==> config.mk <==
export PLATFORM = sky130hd
export DESIGN_NAME = axil_regfile_slave
export DESIGN_NICKNAME = d
export VERILOG_FILES = /design/src/rtl/axil_regfile_slave.sv
export SDC_FILE = /design/constraint.sdc
export NUM_CORES = 2
export LEC_CHECK = 0
export ABC_AREA = 1
export CAP_MARGIN = 20
export CORE_UTILIZATION = 50
export CTS_CLUSTER_SIZE = 28
export DETAILED_ROUTE_END_ITERATION = 8
export PLACE_DENSITY = 0.75
export SLEW_MARGIN = 25
export SYNTH_ARGS = -nofsm -noshare
export SYNTH_HDL_FRONTEND = slang
export SYNTH_SLANG_ARGS = --single-unit
==> constraint.sdc <==
create_clock -name clk -period 2.9 [get_ports clk]
set_input_delay 0.58 -clock clk [delete_from_list [all_inputs] [get_ports clk]]
set_output_delay 0.58 -clock clk [all_outputs]
set_load 0.005 [all_outputs]
==> src/rtl/axil_regfile_slave.sv <==
// AXI4-Lite slave terminating AW/W/B/AR/R into a bank of NUM_REGS x DATA_W registers.
// Optional feature: define AXIL_ID_REG_EN to make reg[0] a read-only ID constant.
module axil_regfile_slave #(
   parameter int DATA_W   = 64,
   parameter int ADDR_W   = 32,
   parameter int NUM_REGS = 16
) (
   input  logic                  clk,
   input  logic                  rst,
   input  logic [ADDR_W-1:0]     s_awaddr,
   input  logic                  s_awvalid,
   output logic                  s_awready,
   input  logic [DATA_W-1:0]     s_wdata,
   input  logic [DATA_W/8-1:0]   s_wstrb,
   input  logic                  s_wvalid,
   output logic                  s_wready,
   output logic [1:0]            s_bresp,
   output logic                  s_bvalid,
   input  logic                  s_bready,
   input  logic [ADDR_W-1:0]     s_araddr,
   input  logic                  s_arvalid,
   output logic                  s_arready,
   output logic [DATA_W-1:0]     s_rdata,
   output logic [1:0]            s_rresp,
   output logic                  s_rvalid,
   input  logic                  s_rready
);
   localparam int BYTES = DATA_W / 8;
   localparam int OFS   = $clog2(BYTES);
   localparam int IW    = $clog2(NUM_REGS);
   localparam logic [ADDR_W-1:0] LIMIT = ADDR_W'(NUM_REGS * BYTES);
   localparam logic [1:0] RESP_OKAY   = 2'b00;
   localparam logic [1:0] RESP_SLVERR = 2'b10;
   localparam logic [1:0] RESP_DECERR = 2'b11;
`ifdef AXIL_ID_REG_EN
   localparam logic [31:0] ID_VALUE = 32'hA11C_0001;
`endif

   typedef enum logic {W_IDLE = 1'b0, W_RESP = 1'b1} wstate_t;
   typedef enum logic {R_IDLE = 1'b0, R_DATA = 1'b1} rstate_t;

   // Out-of-range wins over misalignment
   function automatic logic [1:0] decode_resp(input logic [ADDR_W-1:0] addr);
      logic [1:0] resp;
      if (addr >= LIMIT) begin
         resp = RESP_DECERR;
      end else if (addr[OFS-1:0] != {OFS{1'b0}}) begin
         resp = RESP_SLVERR;
      end else begin
         resp = RESP_OKAY;
      end
      return resp;
   endfunction

   function automatic logic [DATA_W-1:0] merge_bytes(input logic [DATA_W-1:0] old_val,
                                                     input logic [DATA_W-1:0] new_val,
                                                     input logic [BYTES-1:0]  strb);
      logic [DATA_W-1:0] res;
      res = old_val;
      for (int i = 0; i < BYTES; i++) begin
         if (strb[i]) begin
            res[8*i +: 8] = new_val[8*i +: 8];
         end else begin
            res[8*i +: 8] = old_val[8*i +: 8];
         end
      end
      return res;
   endfunction

   logic [DATA_W-1:0] r_regs [NUM_REGS];

   wstate_t             r_wstate;
   logic                r_aw_held, r_w_held;
   logic [ADDR_W-1:0]   r_awaddr;
   logic [DATA_W-1:0]   r_wdata;
   logic [BYTES-1:0]    r_wstrb;
   logic                r_awready, r_wready, r_bvalid;
   logic [1:0]          r_bresp;

   rstate_t             r_rstate;
   logic                r_arready, r_rvalid;
   logic [1:0]          r_rresp;
   logic [DATA_W-1:0]   r_rdata;

   logic                w_aw_hs, w_w_hs, w_aw_have, w_w_have, w_commit;
   logic [ADDR_W-1:0]   w_wr_addr;
   logic [DATA_W-1:0]   w_wr_data;
   logic [BYTES-1:0]    w_wr_strb;
   logic [IW-1:0]       w_wr_idx;
   logic [1:0]          w_wr_dec, w_wr_resp;
   logic                w_ar_hs;
   logic [IW-1:0]       w_ar_idx;
   logic [1:0]          w_ar_resp;
   logic [DATA_W-1:0]   w_ar_data;

   // Write side: merge held and live AW/W beats and decide whether this edge commits
   always_comb begin
      w_aw_hs   = s_awvalid & r_awready;
      w_w_hs    = s_wvalid & r_wready;
      w_aw_have = r_aw_held | w_aw_hs;
      w_w_have  = r_w_held | w_w_hs;
      w_wr_addr = r_aw_held ? r_awaddr : s_awaddr;
      w_wr_data = r_w_held ? r_wdata : s_wdata;
      w_wr_strb = r_w_held ? r_wstrb : s_wstrb;
      w_wr_idx  = w_wr_addr[OFS +: IW];
      w_wr_dec  = decode_resp(w_wr_addr);
`ifdef AXIL_ID_REG_EN
      w_wr_resp = ((w_wr_dec == RESP_OKAY) && (w_wr_idx == {IW{1'b0}})) ? RESP_SLVERR : w_wr_dec;
`else
      w_wr_resp = w_wr_dec;
`endif
      w_commit  = (r_wstate == W_IDLE) & w_aw_have & w_w_have;
   end

   // Read side: decode and fetch the value the AR beat would return this edge
   always_comb begin
      w_ar_hs   = s_arvalid & r_arready;
      w_ar_idx  = s_araddr[OFS +: IW];
      w_ar_resp = decode_resp(s_araddr);
      if (w_ar_resp != RESP_OKAY) begin
         w_ar_data = {DATA_W{1'b0}};
`ifdef AXIL_ID_REG_EN
      end else if (w_ar_idx == {IW{1'b0}}) begin
         w_ar_data = DATA_W'(ID_VALUE);
`endif
      end else begin
         w_ar_data = r_regs[w_ar_idx];
      end
   end

   // Write FSM, holding registers and register bank
   always_ff @(posedge clk) begin
      if (rst) begin
         r_wstate  <= W_IDLE;
         r_aw_held <= 1'b0;
         r_w_held  <= 1'b0;
         r_awaddr  <= {ADDR_W{1'b0}};
         r_wdata   <= {DATA_W{1'b0}};
         r_wstrb   <= {BYTES{1'b0}};
         r_awready <= 1'b0;
         r_wready  <= 1'b0;
         r_bvalid  <= 1'b0;
         r_bresp   <= RESP_OKAY;
         for (int i = 0; i < NUM_REGS; i++) begin
            r_regs[i] <= {DATA_W{1'b0}};
         end
      end else begin
         case (r_wstate)
            W_IDLE: begin
               if (w_commit) begin
                  if (w_wr_resp == RESP_OKAY) begin
                     r_regs[w_wr_idx] <= merge_bytes(r_regs[w_wr_idx], w_wr_data, w_wr_strb);
                  end
                  r_bresp   <= w_wr_resp;
                  r_bvalid  <= 1'b1;
                  r_aw_held <= 1'b0;
                  r_w_held  <= 1'b0;
                  r_awready <= 1'b0;
                  r_wready  <= 1'b0;
                  r_wstate  <= W_RESP;
               end else begin
                  if (w_aw_hs) begin
                     r_awaddr <= s_awaddr;
                  end
                  if (w_w_hs) begin
                     r_wdata <= s_wdata;
                     r_wstrb <= s_wstrb;
                  end
                  r_aw_held <= w_aw_have;
                  r_w_held  <= w_w_have;
                  r_awready <= ~w_aw_have;
                  r_wready  <= ~w_w_have;
               end
            end
            W_RESP: begin
               if (s_bready) begin
                  r_bvalid  <= 1'b0;
                  r_awready <= 1'b1;
                  r_wready  <= 1'b1;
                  r_wstate  <= W_IDLE;
               end
            end
            default: begin
               r_wstate  <= W_IDLE;
               r_bvalid  <= 1'b0;
               r_aw_held <= 1'b0;
               r_w_held  <= 1'b0;
               r_awready <= 1'b1;
               r_wready  <= 1'b1;
            end
         endcase
      end
   end

   // Read FSM; the bank is sampled before any same-edge write lands
   always_ff @(posedge clk) begin
      if (rst) begin
         r_rstate  <= R_IDLE;
         r_arready <= 1'b0;
         r_rvalid  <= 1'b0;
         r_rresp   <= RESP_OKAY;
         r_rdata   <= {DATA_W{1'b0}};
      end else begin
         case (r_rstate)
            R_IDLE: begin
               if (w_ar_hs) begin
                  r_rdata   <= w_ar_data;
                  r_rresp   <= w_ar_resp;
                  r_rvalid  <= 1'b1;
                  r_arready <= 1'b0;
                  r_rstate  <= R_DATA;
               end else begin
                  r_arready <= 1'b1;
               end
            end
            R_DATA: begin
               if (s_rready) begin
                  r_rvalid  <= 1'b0;
                  r_arready <= 1'b1;
                  r_rstate  <= R_IDLE;
               end
            end
            default: begin
               r_rstate  <= R_IDLE;
               r_rvalid  <= 1'b0;
               r_arready <= 1'b1;
            end
         endcase
      end
   end

   assign s_awready = r_awready;
   assign s_wready  = r_wready;
   assign s_bvalid  = r_bvalid;
   assign s_bresp   = r_bresp;
   assign s_arready = r_arready;
   assign s_rvalid  = r_rvalid;
   assign s_rresp   = r_rresp;
   assign s_rdata   = r_rdata;

endmodule

==> impl_results.md <==
* Drt pass-1 iters at 6
* Final WL at 152 mm
* Slew @ Worst Pin at 805 ps
* CTS Root Cell: clkbuf_16
* Max Buffers Root-to-Sink at 3
* Post-synthesis sequential area ratio at 62.7%
* Min Tclk post-route at 2580 ps
* Via count at 42737
* Reg2reg end: r_regs[9][56]$_SDFFCE_PN0P_
* Initial antenna violation count at 0
* Compound-Gate Fraction of Synth Area at 1.83%
* Worst Hold Depth at 2
* # port buffers at 215
* Hold Path Class: primary input to register
* Post_cts resized at 0
* Fin util at 60.2%
* WL per Instance at 20.4 um
* CP Data Required Time at 3270 ps
* Critical path type: register to register
* Setup Fix Bufs, Post-CTS at 0
* Commonest non-fill, non-tap cell in the layout: nor2_1
* Flops & latches, synth at 1205
* Leak at 24.9 nW
* Post-Synth XOR/XNOR Area at 0%
* Crit path max fanout at 8
* Area grow syn2layout at 19.4%
* Num Clock Sinks at 1205
* Total GRT Usage at 27.0%
* Power per Cell Area at 597 nW/um^2
* Layout cells sized above 1 at 13.0%
* Post-Synth Adder-Cell Area at 0%
* Cells after Synth at 5537
* RR Startpoint: r_aw_held$_SDFFE_PP0N_
* CP Data Arrival Time at 2940 ps
* Synthesized area at 54800 sq um
* Most frequent cells in the layout: nor2_1, nand2_1, edfxtp_1, nand3_1, buf_4
* Final hold violations at 0
* Total grt overflow at 0
* Initial DRC Count at 5613
* Vias in the first global route at 40700
* Rows at 121
* Clock slew at reported path FFs at 60 ps
* Area of the core at 109000 sq um
* First-pass GRT wire length at 231 mm
* Setup Skew at 29.2 ps
* Via density at 5.75
* CP Capture Type: register
* Syn Nets at 5680
* Final #Nets at 6060
* H-Tree Depth at 3
* Overall die width at 333 um
* Largest family of logic cells by synthesized area: simple AND/OR/NAND/NOR gates
* Clock latency on the worst-skew pair at 720 ps
* Final HPWL DP at 99.3 mm
* Total power at 39.0 mW
* Status: finished clean
* Hold Path Origin: rst
* YS warnings at 0
* Chip height at 333 um
* Mux cell area share after synthesis at 1.17%
* # setup viols final at 0
* Peak supply drop at 0.529 mV
* Largest net degree at the start of global routing at 145
* Final period util at 88.9%
* Slew HR at 46.3%
* Number of max-cap violations at 0
* Hold Path Sink: s_rdata[63]$_SDFFE_PP0P_
* CP Launch Type: register
* Post-route antenna net violation count at 0
* DRC at 0
* Post-Synth Simple-Gate Area at 31.2%
* CTS tree: built
* Hold Buf Count CTS at 0
* Fmax at 388 MHz
* Unrepaired setup endpoints after global routing: false
* Number of I/O pins at 216
* Final GP Congestion at 0.882
* Die area at 111000 sq um
* Initial Util at 50.4%
* R2r worst-path depth at 8
* Final Max Slew Viols at 0
* Flop2flop setup slack at 320 ps
* CTS buffer count at 117
* Unique cell type count in the Yosys netlist at 37
* Avg Cell Area, Syn at 9.89 sq um
## cell families after synthesis
logic type,count (synthesis)
muxes,64
DFF,1205
AOI/OAI and AO/OA,195
buffers and inverters,395
and+or+nand+nor,3678
## worst max-delay path, cell delays in order, from the launching register on
cell and delay (ps):
dfxtp_1 520, inv_4 120, or2_1 240, o21ai_2 190
nand2_2 290, nor2_4 280, buf_12 210, nand3_4 80
nand2_1 290
## state kept, by name, indices dropped and copies added, names as in the netlist
name and cells:
r_regs 1024, r_wdata 64, s_rdata 64, r_awaddr 32, r_wstrb 8, s_bresp 2
s_rresp 2, r_aw_held 1, r_rstate 1, r_w_held 1, r_wstate 1, s_arready 1
s_awready 1, s_bvalid 1, s_rvalid 1, s_wready 1
## power by group
part	switching [mW]	total, mW	internal [mW]
registers	0.222	19.6	19.3
clock network	6.55	15.4	8.81
logic	2.86	4.11	1.26
## worst max path at each step
| stage | startpoint | to | slack, ps | cells after the start |
|---|---|---|---|---|
| after floorplan | s_awvalid | r_regs[3][0]$_SDFFCE_PN0P_ | 560 | 12 |
| after global placement | s_awvalid | r_regs[3][35]$_SDFFCE_PN0P_ | -100 | 13 |
| after detailed placement | s_awvalid | r_regs[6][38]$_SDFFCE_PN0P_ | -160 | 13 |
| after CTS | r_aw_held$_SDFFE_PP0N_ | r_regs[9][56]$_SDFFCE_PN0P_ | 350 | 8 |
| after global routing | r_aw_held$_SDFFE_PP0N_ | r_regs[6][36]$_SDFFCE_PN0P_ | 130 | 12 |
| final | r_aw_held$_SDFFE_PP0N_ | r_regs[9][56]$_SDFFCE_PN0P_ | 320 | 8 |
## routing by layer
layer	vias up	track usage [%]	share of wire [%]
met4	0	11.6	3.9
met3	363	4.95	11
met1	20241	35.7	38
met2	2512	43.8	47
li1	19621	-	-
met5	-	0	0
## per-stage QoR
stage                     cells  setup WS, ps  hold WS, ps  TNS, ps  area [sq um]
after floorplan            5537           564          429        0         54800
after global placement     7212          -102          440   -33610         61600
after detailed placement   7212          -156          455   -56630         61600
after CTS                  7432           351          249        0         65400
after global routing       7432           134          280        0         65400
final                      7433           322          285        0         65400
## cells in the mapped netlist
cell | n | area [sq um]
nor2_1 | 1281 | 4810
nand2_1 | 1247 | 4680
edfxtp_1 | 1024 | 30700
nand3_1 | 957 | 4790
clkbuf_1 | 304 | 1140
dfxtp_1 | 181 | 3620
nand3_4 | 120 | 2100
o21ai_0 | 115 | 576
a21oi_1 | 72 | 360
mux2i_1 | 64 | 641
buf_1 | 37 | 139
nor2_2 | 17 | 106
inv_1 | 14 | 52.6
buf_8 | 12 | 180
nor2_8 | 10 | 200
buf_2 | 9 | 45.0
buf_4 | 9 | 67.6
nand3_2 | 9 | 90.1
nor2_4 | 8 | 90.1
nand2_4 | 6 | 67.6
nand2_2 | 5 | 31.3
nor3_1 | 5 | 25.0
inv_2 | 4 | 15.0
nand4_1 | 4 | 25.0
o21ai_2 | 4 | 35.0
or2_1 | 4 | 25.0
and2_0 | 2 | 12.5
buf_6 | 2 | 22.5
clkinv_1 | 2 | 7.51
o211ai_1 | 2 | 15.0
a211oi_1 | 1 | 7.51
buf_12 | 1 | 20.0
inv_4 | 1 | 6.26
nand3b_1 | 1 | 7.51
o21a_1 | 1 | 7.51
or2_0 | 1 | 6.26
or3_1 | 1 | 6.26
## final cells by class
class                           count  area, sq um
Fill cell                        8465        43300
Sequential cell                  1205        34400
Multi-Input combinational cell   3937        18700
Timing Repair Buffer              635         6580
Clock buffer                      150         3140
Tap cell                         1414         1770
Clock inverter                     70          702
Inverter                           21          108
Antenna cell                        1         2.50
Power figures use the tool's default switching activity.
